==> config.mk <==
export PLATFORM = sky130hd
export DESIGN_NAME = qie_gbtx_framer
export DESIGN_NICKNAME = d
export VERILOG_FILES = /design/src/rtl/qie_gbtx_framer.sv
export SDC_FILE = /design/constraint.sdc
export NUM_CORES = 1
export LEC_CHECK = 0
export BUFFER_PORTS_ARGS = -buffer_cell sky130_fd_sc_hd__buf_2
export CORE_ASPECT_RATIO = 0.9
export CORE_MARGIN = 1.5
export CORE_UTILIZATION = 56
export DETAILED_ROUTE_END_ITERATION = 10
export PLACE_DENSITY = 0.71
export SLEW_MARGIN = 20
export SYNTH_ARGS = -nofsm -noshare
export SYNTH_HDL_FRONTEND = slang
export SYNTH_SLANG_ARGS = --single-unit
export TNS_END_PERCENT = 10
==> constraint.sdc <==
create_clock -name MClk -period 21.4 [get_ports MClk]
set_input_delay 3.21 -clock MClk [delete_from_list [all_inputs] [get_ports MClk]]
set_output_delay 3.21 -clock MClk [all_outputs]
set_load 0.005 [all_outputs]
==> src/rtl/qie_gbtx_framer.sv <==
// qie_gbtx_framer: QIE sample-set capture, frame FIFO and 16-bit GBTX word serializer (define QIE_FRAMER_CRC_EN for a trailing CRC-16 word)
module qie_gbtx_framer #(
    parameter int N_CH       = 12,
    parameter int DATA_W     = 8,
    parameter int FIFO_DEPTH = 4
) (
    input  logic                     MClk,
    input  logic                     BkPln_RST_N,
    input  logic                     in_valid,
    input  logic [N_CH*DATA_W-1:0]   in_data,
    input  logic [N_CH-1:0]          in_disc,
    input  logic [1:0]               in_capid,
    input  logic                     in_bc0,
    output logic [15:0]              out_data,
    output logic                     out_valid,
    input  logic                     out_ready,
    output logic                     out_sof,
    output logic                     out_eof,
    output logic [15:0]              drop_cnt,
    output logic [15:0]              capid_err_cnt
);
    localparam int DW = N_CH * DATA_W;
    localparam int NW = DW / 16;
    localparam int FW = 16 + DW + N_CH;
    localparam int AW = $clog2(FIFO_DEPTH);
    localparam int XW = (NW > 1) ? $clog2(NW) : 1;

    typedef enum logic [2:0] {S_IDLE, S_HDR, S_DATA, S_DISC, S_CRC} state_t;
    state_t state, state_nx;

    logic            s_valid, s_bc0;
    logic [1:0]      s_capid;
    logic [DW-1:0]   s_data;
    logic [N_CH-1:0] s_disc;
    logic            ref_vld, drop_flag, capid_err;
    logic [1:0]      prev_capid;
    logic [2:0]      bx_cnt, bx_hdr;
    logic [15:0]     hdr, tail;
    logic [FW-1:0]   mem [FIFO_DEPTH];
    logic [AW:0]     wr_ptr, rd_ptr;
    logic            empty, full, push, pop, adv;
    logic [15:0]     cur_hdr;
    logic [DW-1:0]   cur_data;
    logic [N_CH-1:0] cur_disc;
    logic [XW-1:0]   widx;

    assign empty     = wr_ptr == rd_ptr;
    assign full      = wr_ptr == {~rd_ptr[AW], rd_ptr[AW-1:0]};
    assign capid_err = ref_vld && (s_capid != prev_capid + 2'd1);
    assign bx_hdr    = s_bc0 ? 3'd0 : bx_cnt;
    assign hdr       = {8'hBC, s_bc0, capid_err, drop_flag, s_capid, bx_hdr};
    assign push      = s_valid && (!full || pop);
    assign adv       = out_valid && out_ready;

    // register the incoming sample set; all bookkeeping runs one cycle later
    always_ff @(posedge MClk or negedge BkPln_RST_N) begin
        if (!BkPln_RST_N) begin
            s_valid <= 1'b0;
            s_bc0   <= 1'b0;
            s_capid <= '0;
            s_data  <= '0;
            s_disc  <= '0;
        end else begin
            s_valid <= in_valid;
            s_bc0   <= in_bc0 && in_valid;
            s_capid <= in_capid;
            s_data  <= in_data;
            s_disc  <= in_disc;
        end
    end

    // CapID reference, bunch counter, sticky drop flag and saturating error counters
    always_ff @(posedge MClk or negedge BkPln_RST_N) begin
        if (!BkPln_RST_N) begin
            ref_vld       <= 1'b0;
            prev_capid    <= '0;
            bx_cnt        <= '0;
            drop_flag     <= 1'b0;
            drop_cnt      <= '0;
            capid_err_cnt <= '0;
        end else if (s_valid) begin
            ref_vld    <= 1'b1;
            prev_capid <= s_capid;
            bx_cnt     <= bx_hdr + 3'd1;
            drop_flag  <= !push;
            if (!push) drop_cnt <= drop_cnt + 16'(drop_cnt != 16'hFFFF);
            if (capid_err) capid_err_cnt <= capid_err_cnt + 16'(capid_err_cnt != 16'hFFFF);
        end
    end

    // frame FIFO pointers; the extra MSB distinguishes full from empty
    always_ff @(posedge MClk or negedge BkPln_RST_N) begin
        if (!BkPln_RST_N) begin
            wr_ptr <= '0;
            rd_ptr <= '0;
        end else begin
            wr_ptr <= wr_ptr + (AW+1)'(push);
            rd_ptr <= rd_ptr + (AW+1)'(pop);
        end
    end

    // frame storage, no reset needed since pointers guard every read
    always_ff @(posedge MClk) begin
        if (push) mem[wr_ptr[AW-1:0]] <= {hdr, s_data, s_disc};
    end

    // serializer state register
    always_ff @(posedge MClk or negedge BkPln_RST_N) begin
        if (!BkPln_RST_N) state <= S_IDLE;
        else state <= state_nx;
    end

    // serializer next state; leaving the last word reloads a header straight away when a frame waits
    always_comb begin
        state_nx = state;
        pop      = 1'b0;
        case (state)
            S_IDLE: begin
                pop      = !empty;
                state_nx = empty ? S_IDLE : S_HDR;
            end
            S_HDR:  if (adv) state_nx = S_DATA;
            S_DATA: if (adv && widx == XW'(NW-1)) state_nx = S_DISC;
`ifdef QIE_FRAMER_CRC_EN
            S_DISC: if (adv) state_nx = S_CRC;
`endif
            default: if (adv) begin
                pop      = !empty;
                state_nx = empty ? S_IDLE : S_HDR;
            end
        endcase
    end

    // current frame held for the serializer, plus data word index
    always_ff @(posedge MClk or negedge BkPln_RST_N) begin
        if (!BkPln_RST_N) begin
            cur_hdr  <= '0;
            cur_data <= '0;
            cur_disc <= '0;
            widx     <= '0;
        end else begin
            if (pop) {cur_hdr, cur_data, cur_disc} <= mem[rd_ptr[AW-1:0]];
            widx <= (state == S_DATA) ? widx + XW'(adv) : '0;
        end
    end

`ifdef QIE_FRAMER_CRC_EN
    logic [15:0] crc;

    function automatic logic [15:0] crc_step(input logic [15:0] c, input logic [15:0] d);
        logic [15:0] r;
        r = c;
        for (int i = 15; i >= 0; i--) r = (r[15] ^ d[i]) ? ((r << 1) ^ 16'h1021) : (r << 1);
        return r;
    endfunction

    // running CRC over accepted words, restarted whenever a new header is loaded
    always_ff @(posedge MClk or negedge BkPln_RST_N) begin
        if (!BkPln_RST_N) crc <= 16'hFFFF;
        else if (pop) crc <= 16'hFFFF;
        else if (adv && state != S_CRC) crc <= crc_step(crc, out_data);
    end

    assign tail    = (state == S_CRC) ? crc : 16'd0;
    assign out_eof = state == S_CRC;
`else
    assign tail    = 16'd0;
    assign out_eof = state == S_DISC;
`endif

    // word mux driven purely from registers so the word holds while stalled
    always_comb begin
        out_valid = state != S_IDLE;
        out_sof   = state == S_HDR;
        out_data  = (state == S_HDR)  ? cur_hdr :
                    (state == S_DATA) ? cur_data[16*int'(widx) +: 16] :
                    (state == S_DISC) ? 16'(cur_disc) : tail;
    end
endmodule

==> Yosys cells after proc, flatten, opt, wreduce, memory -nomap -nowiden <==
Memory sizes are Yosys's and may differ from the RTL's. A register that Yosys moved wholly into a read port is not among the register bits.
Cells that the tools add are included.
{ "totals": {"ff_bits": 179, "mem_bits_rw": 464, "input_bits": 115, "output_inout_bits": 51, "wordCells": 69, "mem_count": 1} }
{ "op_classes": {"add_sub_neg": 7, "n_eq_ne": 11, "n_shift": 1, "n_mux": 14, "n_bitwise": 2, "reduce_logical": 17} }
{ "memory_table": {"columns": ["memory", "words", "word_bits", "rd", "rd_clocked_by_memory_dff", "write_ports", "line_no", "source"], "rows": [
  ["mem", 4, 116, 1, 1, 1, "39", "logic [FW-1:0] mem [FIFO_DEPTH];"]
]} }
{ "ops": {"columns": ["op", "count"], "rows": [
  ["$shiftx A96 B8 Y16", 1],
  ["$add A16 B1 Y16", 2],
  ["$mux W16", 2],
  ["$ne A16 B16 Y1 const B", 2],
  ["$mux W3", 5],
  ["$mux W12", 1],
  ["$add A3 B1 Y3", 3],
  ["$pmux W3 S3", 1],
  ["$eq A3 B2 Y1 const B", 2],
  ["$eq A3 B3 Y1", 2],
  ["$reduce_bool A3 Y1", 2],
  ["$logic_and A1 B1 Y1", 5],
  ["$logic_not A1 Y1", 4],
  ["$mux W1", 4],
  ["$reduce_and A2 Y1", 2],
  ["$add A3 B1 Y3 const B", 1],
  ["$eq A3 B1 Y1 const B", 1],
  ["$eq A3 B3 Y1 const B", 1],
  ["$logic_not A3 Y1", 1],
  ["$reduce_and A3 Y1", 1],
  ["$add A2 B1 Y2 const B", 1],
  ["$ne A2 B1 Y1 const B", 1],
  ["$ne A2 B2 Y1", 1],
  ["$ne A2 B2 Y1 const B", 1],
  ["4 further kinds", 5]
]} }

==> Logic depth before layout (Yosys ltp) <==
Gate-level depths: netlist of run 1.
{ "logic_depth": {"word_depth": 8, "mapped_depth": 12, "depth_no_buf": 9} }

==> Worst setup path after synthesis of run 1 <==
No wires, ideal clock.
{ "synth_timing": {"path_type": "input -> register", "from": "in out_ready", "to": "mem mem[2][0] (netlist name), enable pin", "setup_time_ns": 0.757, "t_arrival_ns": 12.228, "t_required_ns": 20.643, "setup_slack_ns": 8.415, "path_stages": 5, "n_path_buf": 1, "cell_sequence": "and3b_1 -> buf_6 -> or2_4 -> o21ai_0 -> nor3b_1"} }
{ "synth_between": {"elab_chain_cells": 7} }
{ "synth_lines": {"columns": ["item", "line_no", "source"], "rows": [
  ["start, declared", "16", "input logic out_ready,"],
  ["$logic_and A1 B1 Y1", "53", "assign adv = out_valid && out_ready;"],
  ["$mux W1", "127", "default: if (adv) begin"],
  ["$pmux W1 S2", "117", "case (state)"],
  ["$logic_or A1 B1 Y1", "52", "assign push = s_valid && (!full || pop);"],
  ["$logic_and A1 B1 Y1", "52", null],
  ["$mux W1", "104", "if (push) mem[wr_ptr[AW-1:0]] <= {hdr, s_data, s_disc};"],
  ["$mux W1 (implied by the code)", "104", null],
  ["end, declared", "39", null]
]} }
No other way between the ends.

==> Worst setup path in the final report of run 1 <==
{ "layout_timing": {"from": "reg state[1]", "to": "out out_data[11]"} }
{ "layout_between": {"elab_chain_cells": 4, "word_cells_on_any_way": 6, "classes_between": "eq/ne (3); mux (3)"} }
{ "layout_lines": {"columns": ["item", "line_no", "source"], "rows": [
  ["start, declared", "29", "state_t state, state_nx;"],
  ["start signal, assigned", "110", "else state <= state_nx;"],
  ["$eq A3 B2 Y1", "177", "(state == S_DISC) ? 16'(cur_disc) : tail;"],
  ["$mux W12", "177", null],
  ["$mux W16", "176", "(state == S_DATA) ? cur_data[16*int'(widx) +: 16] :"],
  ["$mux W16 (*)", "175", "out_data = (state == S_HDR) ? cur_hdr :"],
  ["end, declared", "14", "output logic [15:0] out_data,"]
]} }
Every way passes the cells marked *; elsewhere a longest branch is shown, timed or not.

==> results of run 1 <==
-- cells by family after synthesis --
family                     after synthesis  synth area share
buffers and inverters                   71           0.01209
xor gates and xnor gates                35           0.01118
and+or+nand+nor                        134           0.02793
muxes                                  276            0.1691
DFF                                    743            0.7627
adders and majority gates               17          0.007757
AOI/OAI and AO/OA                       48          0.009217
-- synth_stat cells (all sizes together) (4+ instances only) --
library cell	instances
nand3	17
and2	8
mux2i	20
ha	17
dfrtp	279
mux2	124
xor2	19
clkbuf	30
nand2	13
nor4	14
mux4	132
nor2	24
nand2b	4
o21ai	16
buf	30
nand4	15
a21oi	27
nor2b	6
nor3	10
a211oi	4
xnor2	16
edfxtp	464
nor4bb	8
inv	11
-- worst register-to-register path, cell delays in order, from the launching register on --
cell     delay (ns)
dfrtp_4        0.93
buf_4          0.79
buf_4          0.85
mux4_2         0.70
mux2_2         0.30
-- sequential cells by signal, indices dropped and copies added (netlist names), 2 cells and up --
name,count
s_capid,2
capid_err_cnt,16
widx,3
state,2
drop_cnt,16
bx_cnt,3
s_disc,12
rd_ptr,3
s_data,96
mem,464
prev_capid,2
cur_data,96
cur_hdr,9
wr_ptr,3
cur_disc,12
-- where the power goes --
part / total [mW] / switching [mW] / internal, mW
logic: 1.25 / 0.632 / 0.619
clock network: 1.32 / 0.538 / 0.777
registers: 2.09 / 0.177 / 1.91
total: 4.66 / 1.35 / 3.31
-- worst max path at each step --
stage	startpoint	endpoint	slack [ns]	cells after the start
2_1_floorplan	out_ready	mem[2][0]	8.42	5
3_3_place_gp	out_ready	mem[3][99]	15.37	6
3_5_place_dp	out_ready	rd_ptr[2]	15.38	8
4_1_cts	state[1]	out_data[10]	15.09	6
5_1_grt	state[1]	out_data[11]	14.83	6
6_report	state[1]	out_data[11]	15.08	6
-- final cells by class --
type | count | area, um^2 | share of cell area
clock inverters | 38 | 434.2 | 0.01381
clock buffers | 95 | 2074 | 0.06597
well taps | 624 | 780.7 | 0.02483
repair buffers | 185 | 997.2 | 0.03171
inverters | 11 | 41.29 | 0.001313
multi-input cells | 510 | 6192 | 0.1969
flip-flops and latches | 743 | 20920 | 0.6654
-- layer usage --
layer  GRT usage  vias to the layer above  wire [um]
met4     0.06300                        4       1161
met5           0                        -         27
met2      0.3266                      338      24920
met3     0.04913                       76       2925
li1            -                     5602          -
met1      0.3261                     6786      23640
==> qor.txt, run 1 <==
die span in y: 212.9 um
P&R area growth vs syn: 14.67%
worst vdd ir: 0.0001184 V
IO Pins: 166
synth top area cells: edfxtp_1 (51%), dfrtp_1 (25%), mux4_2 (11%)
# fillers: 3114
PwrDens: 148.1 mW/mm^2
Diodes inserted: 0
largest net degree at the start of global routing: 100
I/O Buffers: 165
critical path buffer and inverter count: 2
RSZ-0062 raised after global routing: no
total power: 4.656 mW
Hold Crit Class: reg -> reg
Layout Nets: 1655
Synth Instances: 1324
grt ovf: 0
FF-to-FF Start: rd_ptr[0]
clock root buffer: clkbuf_16
cts repair resizes: 0
ys flop type: edfxtp_1
Synth Register Bits: 743
mapped cell area: 0.02742 mm^2
final worst slack: 15.08 ns
area share of the largest cell type after synthesis: 0.5081
final cell count without fillers: 2206
CP Class: reg -> out
Worst Tran Pin Value: 0.9145 ns
hold path startpoint: s_data[47]
Detail Route Antenna Nets: 0
cts hold-fix bufs: 0
drt initial violations: 1046
Final Critical Period: 6.322 ns
CTS Buf Count: 72
FF-to-FF path depth: 4
number of synthesized flops with an enable pin: 464
setup slack, reg-to-reg: 17.72 ns
max cap viols: 0
syn avg cell area: 20.71 um^2
total negative slack: 0 ns
area of placed instances: 0.02893 mm^2
total number of vias: 12810
Ys Warns: 0
CTS tree: yes
Pleak: 11.65 nW
leading area contributor after synthesis: edfxtp_1
initial antenna violation count: 4
vias per cell: 5.805
fmax: 0.1582 GHz
WL/cell: 23.88 um
delay of the slowest critical-path stage: 0.66 ns
post-route core utilization: 0.6535
Worst path slowest cell: ha_1
crit path max fanout: 23
syn nets: 1456
sequential share of the synthesized area: 0.7627
post-route design area: 0.03144 mm^2
number of global-route vias before repair: 13190
Core Area: 0.04812 mm^2
Place WS: 15.38 ns
gr usage total: 0.2178
RD Place Congestion: 0.8034
WHS Endpoint: mem[1][59]
die area: 0.05031 mm^2
max-slew violations: 0
cell chain of the critical path: inv_1 -> ha_1 -> nand2b_1 -> a211oi_1 -> a211oi_1 -> buf_2
count of final setup violators: 0
Rel. slew slack: 0.3904
Most common cell on crit path: a211oi_1
Detail Placement HPWL: 32130 um
Clock transition at path regs: 0.06 ns
routed wire length: 52680 um
final hold viol count: 0
CP Launch Type: flop
H-Tree Depth: 3
post-synth cell types: 37
fraction of layout cells with a size suffix above 1: 0.3616
Initial DRT Pass Iterations: 5
Hold WS: 0.4818 ns
most frequent cells in the layout: edfxtp_1 (464), dfrtp_1 (276), buf_2 (164)
global-route wire length before repair: 80990 um
post-route clock period utilization: 0.2954
clk_skew: 0.02017 ns
FF-to-FF End: cur_data[35]
asr flop ratio synth: 0.3755
status: finished clean
Worst EP arrival: 3.11 ns
Starting Density: 0.5699
Critical Path RT: 18.19 ns
clk buf depth: 3
most common cell after layout, fill and taps aside: edfxtp_1
Num Clock Sinks: 743
delay-heaviest family, CP: adder cells
CP endpoint kind: output pin
# Post-CTS Setup Buffers: 0
clk_lat worst skew: 0.61 ns
Worst Hold Depth: 0
DRC: 0
Placed Cells: 2073
Die W: 236.3 um
num rows: 76
(Power assumes the default switching activity.)
==> run 2: changes to the inputs <==
Settings changed: CORE_UTILIZATION 56 to 54, PLACE_DENSITY 0.71 to 0.72.
Clock period 21.4 ns to 5.62 ns, I/O delays scaled along.
==> run 2 against run 1 <==
Effect of this change: via count is 0.19% lower; global-route usage is 0.90 points lower; critical endpoint is now out_data[8]; power grew to 3.8 times the previous value; sequential power grew to 3.8 times the previous value; flip-flop and latch count stayed put; clock skew is 0.0011 ns lower; critical path type unchanged.
==> qor.txt, run 2 (synthesis gave the netlist of run 1 again) <==
status: finished clean
clock root buffer: clkbuf_16
delay-heaviest family, CP: flip-flops
met2 Use GR: 0.3169
most common cell after layout, fill and taps aside: edfxtp_1
crit path max fanout: 18
final hold viol count: 0
P&R area growth vs syn: 14.83%
clk_lat worst skew: 0.62 ns
CP Launch Type: flop
most frequent cells in the layout: edfxtp_1 (464), dfrtp_1 (276), buf_2 (164)
critical path buffer and inverter count: 1
WL/cell: 23.09 um
die area: 0.05214 mm^2
max cap viols: 0
worst vdd ir: 0.0004626 V
Final Critical Period: 3.740 ns
cts repair resizes: 0
Diodes inserted: 0
count of final setup violators: 0
CP endpoint kind: output pin
grt ovf: 0
fraction of layout cells with a size suffix above 1: 0.3548
RD Place Congestion: 0.8126
CTS Buf Count: 72
Worst EP arrival: 2.90 ns
Clock transition at path regs: 0.06 ns
Core Area: 0.05026 mm^2
CTS tree: yes
vias per cell: 5.653
Pleak: 11.62 nW
total number of vias: 12780
Detail Placement HPWL: 31290 um
Die W: 240.5 um
fmax: 0.2674 GHz
H-Tree Depth: 3
Num Clock Sinks: 743
Starting Density: 0.5456
DRC: 0
num rows: 78
I/O Buffers: 165
post-route design area: 0.03149 mm^2
FF-to-FF Start: rd_ptr[1]
initial antenna violation count: 1
CP startpoint: widx[1]
M3 GR Usage: 0.03805
RSZ-0062 raised after global routing: no
clk_skew: 0.01907 ns
Detail Route Antenna Nets: 0
number of global-route vias before repair: 12930
Worst Tran Pin Value: 1.026 ns
# Post-CTS Setup Buffers: 0
Rel. slew slack: 0.3162
largest net degree at the start of global routing: 118
cts hold-fix bufs: 0
IO Pins: 166
Critical Path RT: 4.78 ns
gr usage total: 0.2088
clk buf depth: 3
max-slew violations: 0
Worst path slowest cell: dfrtp_1
area of placed instances: 0.02905 mm^2
delay of the slowest critical-path stage: 0.91 ns
global-route wire length before repair: 80220 um
CP Class: reg -> out
# fillers: 3455
total negative slack: 0 ns
Initial DRT Pass Iterations: 5
drt initial violations: 1012
global-route layer with the greatest usage: met1
post-route clock period utilization: 0.6654
die span in y: 216.8 um
Hold Crit Class: in -> async
routed wire length: 52200 um
cell chain of the critical path: nand2b_1 -> o21ai_0 -> a21oi_1 -> nor3_1 -> buf_2
PwrDens: 557.0 mW/mm^2
Layout Nets: 1654
met1 Track Usage GR: 0.3177
max reg flops: 464
## run 2: layer usage
metal  vias to the layer above  part of all wire
met1                      6719              0.45
met3                        76             0.053
met5                         -           0.00023
met4                         2             0.020
met2                       364              0.48
li1                       5621                 -
## run 2: path summary, 6_finish.rpt
kind	end	cells after the start	slack, ns
setup / recovery	out_data[8]	5	1.88
hold / removal	s_data[6]	1	0.25
setup reg to reg	mem[3][19]	5	2.12
hold reg to reg	mem[0][46]	0	0.48
max in group asynchronous	cur_data[57]	2	3.91
min in group MClk	s_data[17]	1	0.33
## run 2: through the flow
step | utilization | hold slack (ns) | cells | total power [mW] | setup WS [ns]
finish | 0.6265 | 0.2545 | 2261 | 17.54 | 1.880
global route | 0.6265 | 0.3038 | 2261 | 18.37 | 1.650
CTS | 0.6259 | 0.2942 | 2260 | 17.74 | 1.825
detailed placement | 0.5779 | 0.4754 | 2127 | 12.89 | 2.129
global placement | 0.5779 | 0.4626 | 2127 | 12.74 | 2.200
floorplan | - | 0.4547 | 1324 | 11.41 | -0.9309
## run 2: cell type report
cell class / instances / area (um^2) / share of cell area
Sequential cell: 743 / 20920 / 0.6645
Multi-Input combinational cell: 510 / 6211 / 0.1973
Clock buffer: 105 / 2135 / 0.06779
Timing Repair Buffer: 184 / 1049 / 0.03330
Tap cell: 680 / 850.8 / 0.02702
Clock inverter: 28 / 277.8 / 0.008821
Inverter: 11 / 41.29 / 0.001311
## run 2: where the power goes
group	switching [mW]	internal (mW)
sequential	0.726	7.28
clock	2.00	2.81
combinational	2.32	2.40
==> run 3: changes to the inputs <==
Settings changed: CORE_UTILIZATION 54 to 56, PLACE_DENSITY 0.72 to 0.71.
Clock period 5.62 ns to 3.55 ns, I/O delays scaled along.
==> run 3 against run 2 <==
Effect of this change: critical path depth rose by 1; die area fell by 3.5%; sequential power rose by 57%; critical endpoint is now out_data[11]; highest routed layer is now met4.
==> qor.txt, run 3 (synthesis gave the netlist of run 1 again) <==
status: finished clean
RD Place Congestion: 0.8462
num rows: 76
Place WS: 0.6939 ns
CP endpoint kind: output pin
max reg flops: 464
clk buf depth: 3
PwrDens: 880.2 mW/mm^2
clk_lat worst skew: 0.61 ns
final hold viol count: 0
Clock transition at path regs: 0.06 ns
die span in y: 212.9 um
Most common cell on crit path: a211oi_1
Num Clock Sinks: 743
drt initial violations: 1090
cts repair resizes: 0
Worst path slowest cell: ha_1
Starting Density: 0.5699
critical path buffer and inverter count: 2
Rel. slew slack: 0.3901
max-slew violations: 0
fmax: 0.3046 GHz
Hold Crit Class: in -> reg
CTS tree: yes
clk_skew: 0.02260 ns
I/O Buffers: 165
Detail Placement HPWL: 33270 um
Die W: 236.3 um
H-Tree Depth: 3
vias per cell: 5.722
Cell Int Power: 20.10 mW
cell chain of the critical path: inv_2 -> ha_1 -> nand2b_1 -> a211oi_1 -> a211oi_1 -> buf_2
crit path max fanout: 19
WL/cell: 23.56 um
routed wire length: 52980 um
global-route wire length before repair: 81770 um
gr usage total: 0.2202
post-route core utilization: 0.6649
Detail Route Antenna Nets: 0
Initial DRT Pass Iterations: 5
DRC: 0
max cap viols: 0
Net Sw Frac: 0.2862
CTS Buf Count: 72
Worst EP arrival: 2.75 ns
Pleak: 11.87 nW
Core Area: 0.04812 mm^2
post-route clock period utilization: 0.9249
initial antenna violation count: 0
Hold WS: 0.03132 ns
fraction of layout cells with a size suffix above 1: 0.3582
largest net degree at the start of global routing: 118
# fillers: 3129
NetSw: 8.059 mW
Clk pwr share: 0.271
CP Class: reg -> out
IO Pins: 166
grt ovf: 0
most frequent cells in the layout: edfxtp_1 (464), dfrtp_1 (276), buf_2 (164)
delay of the slowest critical-path stage: 0.58 ns
P&R area growth vs syn: 16.68%
delay-heaviest family, CP: adder cells
most common cell after layout, fill and taps aside: edfxtp_1
Worst Tran Pin Value: 0.9118 ns
number of global-route vias before repair: 13280
Logic pwr share: 0.283
final worst slack: 0.2667 ns
Flop pwr share: 0.446
Critical Path RT: 3.02 ns
Layout Nets: 1698
clock root buffer: clkbuf_16
CP Launch Type: flop
worst vdd ir: 0.0005774 V
count of final setup violators: 0
RSZ-0062 raised after global routing: no
total number of vias: 12870
Final Critical Period: 3.283 ns
total negative slack: 0 ns
die area: 0.05031 mm^2
Diodes inserted: 0
[run 3: per-stage QoR]
| step | instances | instance area (um^2) | power [mW] |
|---|---|---|---|
| 3_5_place_dp | 2091 | 29330 | 20.77 |
| 2_1_floorplan | 1324 | 27480 | 18.08 |
| 6_report | 2249 | 31990 | 28.16 |
| 4_1_cts | 2249 | 31990 | 28.48 |
| 5_1_grt | 2249 | 31990 | 29.47 |
| 3_3_place_gp | 2091 | 29330 | 20.53 |
[run 3: power groups by stage]
stage	Clock, mW	Combinational (mW)	Sequential, mW
after global routing	8.14	8.56	12.8
after global placement	0	7.91	12.6
after floorplan	0	5.76	12.3
final	7.63	7.96	12.6
after detailed placement	0	8.05	12.7
after CTS	7.78	8.12	12.6
[run 3: timing repair]
action / in CTS / in global routing
hold buffers: 25 / 0
buffers inserted: 0 / 0
endpoints found under the hold margin: 82 / 0
[run 3: area by class of cell]
class	count	area (um^2)	area share
Sequential cell	743	20920	0.6540
Clock buffer	106	2135	0.06672
Inverter	11	41.29	0.001291
Tap cell	624	780.7	0.02440
Clock inverter	27	277.8	0.008682
Timing Repair Buffer	228	1597	0.04990
Multi-Input combinational cell	510	6240	0.1950
[run 3: metal layers]
layer  track usage  share of wire  vias up  wire length (um)
met3       0.04551          0.050       75              2640
met5             0              0        -                 0
li1              -              -     5690                 -
met4       0.06808          0.024        0              1259
met2        0.3348           0.47      319             25100
met1        0.3267           0.45     6784             23980
[run 3: path summary, 6_finish.rpt]
kind                              from           end  slack, ns  depth (start not counted)
max                           state[0]  out_data[11]       0.27                          6
min                        in_data[81]    s_data[81]       0.03                          1
max reg2reg                   state[1]    mem[1][46]       0.67                          6
min reg2reg                 s_data[47]    mem[3][59]       0.49                          0
max in group asynchronous  BkPln_RST_N  cur_data[54]       2.07                          3
min in group asynchronous  BkPln_RST_N     s_disc[7]       0.56                          2
